[src/rtl/alu_seq_if.sv]
// Request/response bundle for alu_seq: input handshake plus registered result flags.
interface alu_seq_if #(parameter int WIDTH = 8);
  logic             in_valid;
  logic             in_ready;
  logic [3:0]       alu_cmd;
  logic [WIDTH-1:0] inA;
  logic [WIDTH-1:0] inB;
  logic             shiftcarry_in;
  logic             out_valid;
  logic [WIDTH-1:0] rslt;
  logic [WIDTH-1:0] rslt_hi;
  logic             shiftcarry_out;
  logic             zero;
  logic             cmd_err;

  modport master (
    output in_valid, alu_cmd, inA, inB, shiftcarry_in,
    input  in_ready, out_valid, rslt, rslt_hi, shiftcarry_out, zero, cmd_err
  );

  modport slave (
    input  in_valid, alu_cmd, inA, inB, shiftcarry_in,
    output in_ready, out_valid, rslt, rslt_hi, shiftcarry_out, zero, cmd_err
  );
endinterface

[src/rtl/alu_seq.sv]
// Registered multi-cycle ALU: logic/arith ops in one EXEC cycle, shift-add MUL and
// N-bit shifts iterate one step per BUSY cycle; result registers update on completion.
module alu_seq #(
  parameter int WIDTH = 8,
  parameter int SHW   = $clog2(WIDTH)
) (
  input  logic       clk,
  input  logic       rst_n,
  alu_seq_if.slave   bus
);
  typedef enum logic [1:0] {S_IDLE = 2'd0, S_EXEC = 2'd1, S_BUSY = 2'd2} state_t;
  localparam int CW = $clog2(WIDTH + 1);
  localparam logic [3:0] C_AND = 4'd0, C_XOR = 4'd1, C_OR = 4'd2, C_LSL = 4'd3,
                         C_LSR = 4'd4, C_ADD = 4'd5, C_SUB = 4'd6, C_PASS = 4'd7,
                         C_MUL = 4'd8, C_SHLN = 4'd10, C_SHRN = 4'd11;

  state_t           r_state, w_state_nxt;
  logic [3:0]       r_cmd;
  logic [WIDTH-1:0] r_a, r_lo, r_hi;
  logic             r_cin;
  logic [CW-1:0]    r_cnt;
  logic [WIDTH-1:0] r_rslt, r_rslt_hi;
  logic             r_cout, r_zero, r_err, r_ovld;

  logic             w_accept, w_iter, w_last, w_done, w_ready;
  logic [CW-1:0]    w_n;
  logic [WIDTH-1:0] w_shl, w_shr, w_res;
  logic             w_c, w_err;
  logic [WIDTH:0]   w_mul_sum;
  logic [2*WIDTH-1:0] w_mul_next;
  logic [WIDTH-1:0] w_fin_lo, w_fin_hi;
  logic             w_fin_c, w_fin_err;

  assign w_accept   = bus.in_valid && (r_state == S_IDLE);
  assign w_n        = CW'(r_lo[SHW-1:0]);
  assign w_iter     = (r_cmd == C_MUL) || (((r_cmd == C_SHLN) || (r_cmd == C_SHRN)) && (w_n != '0));
  assign w_last     = (r_cnt == CW'(1));
  assign w_done     = ((r_state == S_EXEC) && !w_iter) || ((r_state == S_BUSY) && w_last);
  assign w_shl      = {r_a[WIDTH-2:0], r_cin};
  assign w_shr      = {r_cin, r_a[WIDTH-1:1]};
  // Shift-add step: r_lo starts as B and is consumed LSB-first while the product fills in from the top.
  assign w_mul_sum  = {1'b0, r_hi} + (r_lo[0] ? {1'b0, r_a} : '0);
  assign w_mul_next = {w_mul_sum, r_lo[WIDTH-1:1]};

  // Single-cycle results, evaluated in EXEC
  always_comb begin
    w_res = '0;
    w_c   = 1'b0;
    w_err = 1'b0;
    case (r_cmd)
      C_AND:  w_res = r_a & r_lo;
      C_XOR:  w_res = r_a ^ r_lo;
      C_OR:   w_res = r_a | r_lo;
      C_LSL:  begin w_res = w_shl; w_c = r_a[WIDTH-1]; end
      C_LSR:  begin w_res = w_shr; w_c = r_a[0]; end
      C_ADD:  {w_c, w_res} = {1'b0, r_a} + {1'b0, r_lo};
      C_SUB:  {w_c, w_res} = {1'b0, r_a} + {1'b0, ~r_lo} + {{WIDTH{1'b0}}, 1'b1};
      C_PASS: w_res = r_a;
      C_MUL:  w_res = '0;
      C_SHLN, C_SHRN: w_res = r_a;
      default: w_err = 1'b1;
    endcase
  end

  always_ff @(posedge clk or negedge rst_n) begin
    if (!rst_n) r_state <= S_IDLE;
    else        r_state <= w_state_nxt;
  end

  always_comb begin
    w_state_nxt = r_state;
    case (r_state)
      S_IDLE:  if (bus.in_valid) w_state_nxt = S_EXEC;
      S_EXEC:  w_state_nxt = w_iter ? S_BUSY : S_IDLE;
      S_BUSY:  if (w_last) w_state_nxt = S_IDLE;
      default: w_state_nxt = S_IDLE;
    endcase
  end

  always_comb begin
    w_ready   = (r_state == S_IDLE);
    w_fin_lo  = w_res;
    w_fin_hi  = '0;
    w_fin_c   = w_c;
    w_fin_err = w_err;
    if (r_state == S_BUSY) begin
      w_fin_err = 1'b0;
      case (r_cmd)
        C_MUL:   begin {w_fin_hi, w_fin_lo} = w_mul_next; w_fin_c = 1'b0; end
        C_SHLN:  begin w_fin_lo = w_shl; w_fin_c = r_a[WIDTH-1]; end
        C_SHRN:  begin w_fin_lo = w_shr; w_fin_c = r_a[0]; end
        default: ;
      endcase
    end
  end

  always_ff @(posedge clk or negedge rst_n) begin
    if (!rst_n) begin
      r_cmd     <= '0;
      r_a       <= '0;
      r_lo      <= '0;
      r_hi      <= '0;
      r_cin     <= 1'b0;
      r_cnt     <= '0;
      r_rslt    <= '0;
      r_rslt_hi <= '0;
      r_cout    <= 1'b0;
      r_zero    <= 1'b0;
      r_err     <= 1'b0;
      r_ovld    <= 1'b0;
    end else begin
      if (w_accept) begin
        r_cmd <= bus.alu_cmd;
        r_a   <= bus.inA;
        r_lo  <= bus.inB;
        r_cin <= bus.shiftcarry_in;
      end else if (r_state == S_EXEC) begin
        r_hi  <= '0;
        r_cnt <= (r_cmd == C_MUL) ? CW'(WIDTH) : w_n;
      end else if (r_state == S_BUSY) begin
        r_cnt <= r_cnt - CW'(1);
        case (r_cmd)
          C_MUL:   {r_hi, r_lo} <= w_mul_next;
          C_SHLN:  r_a <= w_shl;
          C_SHRN:  r_a <= w_shr;
          default: ;
        endcase
      end
      r_ovld <= w_done;
      if (w_done) begin
        r_rslt    <= w_fin_lo;
        r_rslt_hi <= w_fin_hi;
        r_cout    <= w_fin_c;
        r_err     <= w_fin_err;
        r_zero    <= ({w_fin_hi, w_fin_lo} == '0);
      end
    end
  end

  assign bus.in_ready       = w_ready;
  assign bus.out_valid      = r_ovld;
  assign bus.rslt           = r_rslt;
  assign bus.rslt_hi        = r_rslt_hi;
  assign bus.shiftcarry_out = r_cout;
  assign bus.zero           = r_zero;
  assign bus.cmd_err        = r_err;
endmodule

[src/flat_wrapper.sv]
// flat-port wrapper written by rule: the top's interface ports become plain ports
module alu_seq_flat 
#(
  parameter int WIDTH = 8,
  parameter int SHW   = $clog2(WIDTH)
)
  (clk, rst_n, bus_in_valid, bus_alu_cmd, bus_inA, bus_inB, bus_shiftcarry_in, bus_in_ready, bus_out_valid, bus_rslt, bus_rslt_hi, bus_shiftcarry_out, bus_zero, bus_cmd_err);
  alu_seq_if #(.WIDTH(WIDTH)) bus_i ();
  input  logic clk;
  input  logic rst_n;
  input wire logic [$bits(bus_i.in_valid)-1:0] bus_in_valid;
  input wire logic [$bits(bus_i.alu_cmd)-1:0] bus_alu_cmd;
  input wire logic [$bits(bus_i.inA)-1:0] bus_inA;
  input wire logic [$bits(bus_i.inB)-1:0] bus_inB;
  input wire logic [$bits(bus_i.shiftcarry_in)-1:0] bus_shiftcarry_in;
  output wire logic [$bits(bus_i.in_ready)-1:0] bus_in_ready;
  output wire logic [$bits(bus_i.out_valid)-1:0] bus_out_valid;
  output wire logic [$bits(bus_i.rslt)-1:0] bus_rslt;
  output wire logic [$bits(bus_i.rslt_hi)-1:0] bus_rslt_hi;
  output wire logic [$bits(bus_i.shiftcarry_out)-1:0] bus_shiftcarry_out;
  output wire logic [$bits(bus_i.zero)-1:0] bus_zero;
  output wire logic [$bits(bus_i.cmd_err)-1:0] bus_cmd_err;
  assign bus_i.in_valid = bus_in_valid;
  assign bus_i.alu_cmd = bus_alu_cmd;
  assign bus_i.inA = bus_inA;
  assign bus_i.inB = bus_inB;
  assign bus_i.shiftcarry_in = bus_shiftcarry_in;
  assign bus_in_ready = bus_i.in_ready;
  assign bus_out_valid = bus_i.out_valid;
  assign bus_rslt = bus_i.rslt;
  assign bus_rslt_hi = bus_i.rslt_hi;
  assign bus_shiftcarry_out = bus_i.shiftcarry_out;
  assign bus_zero = bus_i.zero;
  assign bus_cmd_err = bus_i.cmd_err;
  alu_seq #(.WIDTH(WIDTH), .SHW(SHW)) u_core (.clk(clk), .rst_n(rst_n), .bus(bus_i));
endmodule
[config.mk]
export PLATFORM = sky130hd
export DESIGN_NAME = alu_seq_flat
export DESIGN_NICKNAME = d
export VERILOG_FILES = /design/src/rtl/alu_seq_if.sv /design/src/rtl/alu_seq.sv /design/src/flat_wrapper.sv
export SDC_FILE = /design/constraint.sdc
export NUM_CORES = 1
export LEC_CHECK = 0
export ABC_AREA = 1
export CAP_MARGIN = 15
export CORE_MARGIN = 2
export CORE_UTILIZATION = 54
export DETAILED_ROUTE_END_ITERATION = 7
export GPL_ROUTABILITY_DRIVEN = 0
export PLACE_DENSITY = 0.8
export SYNTH_ARGS = -nofsm -noshare
export SYNTH_HDL_FRONTEND = slang
export SYNTH_SLANG_ARGS = --single-unit
[constraint.sdc]
create_clock -name clk -period 5.3 [get_ports clk]
set_input_delay 1.06 -clock clk [delete_from_list [all_inputs] [get_ports clk]]
set_output_delay 1.06 -clock clk [all_outputs]
set_load 0.01 [all_outputs]
# After elaboration in Yosys (flattened, before gate mapping)
# Cells that the tools add are included.
word_totals:
  reg_bits: 55
  latchBits: 0
  ramBits: 0
  rom_bits: 0
  in_bits: 24
  out_inout_bits: 21
  wordCells: 92
  n_memories: 0
op_classes:
  add_sub_neg: 5
  n_mul: 0
  div: 0
  magnitude_cmp: 0
  eq_ne: 16
  shift: 0
  mux: 29
  bitwise_logic: 5
  n_reduce_logical: 24
ops:
  columns: ["op", "count"]
  rows:
  - ["2-to-1 mux 8 bit", 14]
  - ["one-hot mux 8 bit (8 select lines)", 1]
  - ["one-hot mux 8 bit (3 select lines)", 1]
  - ["adder 8 x 8 -> 9 bit", 2]
  - ["equality test 4 x 3 -> 1 bit (second input constant)", 4]
  - ["logical NOT 16 bit", 1]
  - ["one-hot mux 8 bit (2 select lines)", 1]
  - ["equality test 4 bit (second input constant)", 3]
  - ["2-to-1 mux 4 bit", 3]
  - ["OR reduction 11 bit", 1]
  - ["adder 8 x 9 -> 9 bit", 1]
  - ["adder 9 x 1 -> 9 bit (second input constant)", 1]
  - ["AND reduction 3 bit", 3]
  - ["AND 8 bit", 1]
  - ["equality test 4 x 1 -> 1 bit (second input constant)", 2]
  - ["equality test 4 x 2 -> 1 bit (second input constant)", 2]
  - ["NOT 8 bit", 1]
  - ["bitwise OR 8 bit", 1]
  - ["nonzero test 2 bit", 4]
  - ["bitwise XOR 8 bit", 1]
  - ["2-to-1 mux 2 bit", 3]
  - ["one-hot mux 2 bit (3 select lines)", 1]
  - ["logical AND 1 bit", 4]
  - ["logical NOT 4 bit", 1]
  - ["16 further kinds", 22]

# Depth between registers and ports, before layout
depth:
  depth_word: 7
  ltp_mapped: 17
  ltp_nobuf: 17

# Worst setup path after synthesis
# Ideal clock, no wire load.
synth_path:
  kind: "reg2reg"
  start: "reg u_core.r_a[0]"
  end: "reg u_core.r_zero, in the netlist u_core.bus.zero"
  setup_ns: 0.065
  t_arrival_ns: 2.189
  required_time_ns: 5.235
  setup_slack_ns: 3.046
  path_stages_with_launch: 18
  path_buffers: 0
  path_cell_list: "dfrtp_1 ha_1 ha_1 inv_1 fa_1 inv_1 nand3_1 nand2_1 nand2_1 nand2_1 nor2_1 nor2_1 nand2_1 nor2_1 nand4_1 nor2_1 nand3_1 nand2_1"
synth_via:
  elab_chain_cells: 6
  elab_cells_between_ends: 14
  cone_classes: "add/sub (4); mux (6); bitwise (3); reduce/logical (1)"
synth_lines:
  columns: ["item", "line", "text"]
  rows:
  - ["start, declared", "alu_seq.sv:19", "logic [WIDTH-1:0] r_a, r_lo, r_hi;"]
  - ["start signal, assigned", "alu_seq.sv:114", "r_a <= bus.inA;"]
  - ["start signal, assigned", "alu_seq.sv:124", "C_SHLN: r_a <= w_shl;"]
  - ["start signal, assigned", "alu_seq.sv:125", "C_SHRN: r_a <= w_shr;"]
  - ["adder 8 x 8 -> 9 bit", "alu_seq.sv:57", "C_SUB: {w_c, w_res} = {1'b0, r_a} + {1'b0, ~r_lo} + {{WIDTH{1'b0}}, 1'b1};"]
  - ["adder 9 x 1 -> 9 bit", "alu_seq.sv:57", null]
  - ["one-hot mux 8 bit (8 select lines)", "alu_seq.sv:50", "case (r_cmd)"]
  - ["one-hot mux 8 bit (3 select lines)", "alu_seq.sv:88", "case (r_cmd)"]
  - ["2-to-1 mux 8 bit", "alu_seq.sv:86", "if (r_state == S_BUSY) begin"]
  - ["logical NOT 16 bit *", "alu_seq.sv:135", "r_zero <= ({w_fin_hi, w_fin_lo} == '0);"]
  - ["end signal, assigned", "alu_seq.sv:135", null]
  - ["end, declared", "alu_seq.sv:23", "logic r_cout, r_zero, r_err, r_ovld;"]
# Every way passes the cells marked *; elsewhere a longest branch is shown, timed or not.
# A chain may end at the register's enable or synchronous reset.

# Worst setup path after layout
layout_path:
  start: "in bus_in_valid"
  end: "reg u_core.r_hi[4]"
layout_via:
  elab_chain_cells: 3
layout_lines:
  columns: ["item", "line", "text"]
  rows:
  - ["start, declared", "flat_wrapper.sv:11", "input wire logic [$bits(bus_i.in_valid)-1:0] bus_in_valid;"]
  - ["logical AND 1 bit", "alu_seq.sv:34", "assign w_accept = bus.in_valid && (r_state == S_IDLE);"]
  - ["NOT 1 bit (no source line)", null, null]
  - ["AND reduction 3 bit (no source line)", null, null]
  - ["end signal, assigned", "alu_seq.sv:123", "C_MUL: {r_hi, r_lo} <= w_mul_next;"]
  - ["end, declared", "alu_seq.sv:19", null]
# No other way between the ends.

==> metrics.cfg <==
[run_status]
outcome=finished, final reports clean

[worst_setup_path]
crit_required_ps=5530
critPathMaxFanout=29
worstSetupPathType=in -> reg
endpoint_kind=register
critPathLaunchType=input port
critPathArrivalTime_ps=3310

[grt]
grt_pass1_vias=4411
grt_overflow=0
grt_pass1_wl_um=21300
gr-usage-met3_pct=3.48
grt_max_degree=56
antenna_found_initial=0
gr-usage-met2_pct=47.8
grt_usage_pct=29.7
busiest_layer=met2
use_met1_pct=41.4

[logic_synthesis]
synth_cell_type_count=36
synth_area_leaders=dfrtp_1, nand2_1, ha_1
syn_nets=741
yosysSeqAreaShare_pct=30.5
syn_avg_cell_area_um2=6.66
synth_top_area_share_pct=30.5
ys_warn_count=0
synth_seq_cells=55
synth_area_um2=4510
synth_top_area_cell=dfrtp_1
syn_inst=677

[detailed_routing]
drc=0
antenna_left=0
wl_per_cell_um=15.8
dr.pass1.iters=5
drt_iter0_markers=613
vias=4765
drt-total-wl_um=12900
vias_per_cell=5.83

[floorplanning]
start_util_pct=55.2
dieArea_um2=9100
top_level_ports=45
die_y_um=95.4
die_w_um=95.4
core_area_um2=8180
rows=33

[final_layout]
layout.cells.most_common=nand2_1
n_fill_cell=735
nets=776
layout_common_cells=nand2_1, inv_1, nand3_1, nor2_1, dfrtp_1
num_antenna_cells=0
syn_to_final_growth_pct=13.0
drive_gt1_share_pct=2.38

[timing]
holdWs_ps=493
hold_viol=0
tns_ps=0
fmax_mhz=325
rsz0062_at_grt=false
final-setup-viol-count=0
fin_crit_sh_pct=58.1
worst_pin_slew_ps=1080
slew_headroom_pct=28.2
maxSlewViolCount=0
timing.final.crit_period_ps=3080
finClkSkew_ps=10.1

[clocking]
h-tree-depth=2
cts_hold_buffers=0
clock_latency_ps=320
cts_buffer_depth=2
clkTransAtPathRegs_ps=110
cts_buffers=5
postCtsResizedCells=0
cts_tree=done
postCtsSetupBuffers=0
cts.sinks=55
root_buffer=clkbuf_8

[power]
vdd_drop_max_mv=0.252
seqPwrFrac_pct=24.1
combPwrFrac_pct=68.7
p_leak_nw=2.58
intPower_mw=1.45
clkPwrFrac_pct=7.2
p_per_area_nw_per_um2=649
switching_power_mw=1.86
switching_share_pct=56.1

[min_path]
hold_path_class=reg -> reg

[placed_design]
dp_hpwl_um=10000
port_buffers=44

[run]
cap_viol_max_count=0

==> per-stage QoR <==
stage	power (mW)	area [um^2]	worst slack [ps]	utilization (%)	instances
5_1_grt	3.63	5100	2020	62.3	818
3_5_place_dp	3.01	5010	1990	61.2	810
6_report	3.31	5100	2220	62.3	818
4_1_cts	3.25	5100	2290	62.3	818
3_3_place_gp	2.94	5010	2100	61.2	810
2_1_floorplan	2.38	4510	3050	-	677
==> critical path, stage by stage <==
cell	delay, ps
clkdlybuf4s50_1	420
nand2_1	70
buf_4	290
nand2_1	260
a21oi_1	670
nand2_1	320
o22ai_1	220
==> area by class of cell <==
cell class | instances | area, um^2 | area share, %
clock buffer | 5 | 68.8 | 1.35
inverter | 90 | 338 | 6.63
clock inverter | 3 | 20.0 | 0.393
multi-input combinational | 514 | 2710 | 53.2
tap | 105 | 131 | 2.58
sequential | 55 | 1380 | 27.0
timing repair buffer | 46 | 450 | 8.84
==> Yosys cell counts <==
library cell,number
o21a_1,1
buf_4,1
or2_2,3
xnor2_1,2
nand3_1,63
nand3b_1,6
clkinv_1,2
ha_1,37
inv_1,87
o41ai_1,1
fa_1,3
o22ai_1,13
o2111ai_1,1
a31oi_1,8
clkbuf_1,6
nand4_1,8
o31ai_1,1
nor2_1,55
or2_0,1
dfrtp_1,55
o221ai_1,4
nand2_1,218
o21bai_1,1
a21oi_1,21
nor2_4,1
o211ai_1,13
inv_2,1
o21ai_0,44
xor2_1,2
buf_1,1
a21boi_0,2
buf_2,10
nor3_1,1
a21oi_2,1
a22oi_1,2
o311ai_0,1
==> layer usage <==
layer  up-vias  share of wire, %
met5         -                 0
met4         0               3.3
met3        37               7.6
met2       253                46
met1      2193                43
li1       2282                 -
==> sequential cells by signal (all words and copies together), names as in the netlist, 2 cells and up <==
name	cells
u_core.bus.rslt	8
u_core.bus.rslt_hi	8
u_core.r_a	8
u_core.r_hi	8
u_core.r_lo	8
u_core.r_cmd	4
u_core.r_cnt	4
u_core.r_state	2
==> final timing paths <==
check | startpoint | to | slack (ps) | cells past startpoint
worst min register to register | u_core.bus.cmd_err$_DFFE_PN0P_ | u_core.bus.cmd_err$_DFFE_PN0P_ | 490 | 2
worst min-delay path | u_core.bus.cmd_err$_DFFE_PN0P_ | u_core.bus.cmd_err$_DFFE_PN0P_ | 490 | 2
min in group asynchronous | rst_n | u_core.r_cmd[0]$_DFFE_PN0P_ | 860 | 2
worst max-delay path | bus_in_valid | u_core.r_hi[4]$_DFFE_PN0P_ | 2220 | 7
worst max register to register | u_core.r_lo[0]$_DFFE_PN0P_ | u_core.bus.zero$_DFFE_PN0P_ | 2370 | 17
max in group asynchronous | rst_n | u_core.r_a[6]$_DFFE_PN0P_ | 3960 | 2
==> kinds of logic (layout without fill, tap and decap cells) <==
| family | after synthesis | in the layout | share of synthesized area (%) |
|---|---|---|---|
| XOR/XNOR | 4 | 4 | 0.777 |
| AND/OR/NAND/NOR | 356 | 356 | 32.7 |
| buffers and inverters | 108 | 144 | 9.35 |
| adder cells (fa/ha/maj) | 40 | 40 | 11.6 |
| AO/OA/AOI/OAI | 114 | 114 | 15.0 |
| flip-flops | 55 | 55 | 30.5 |
==> power by group through the flow <==
stage	Clock (mW)	Combinational (mW)	Sequential, mW
after CTS	0.238	2.22	0.791
after global routing	0.258	2.56	0.819
final	0.239	2.27	0.798
after global placement	0	2.15	0.793
after detailed placement	0	2.21	0.801
after floorplan	0	1.64	0.735
(Power assumes the default switching activity.)
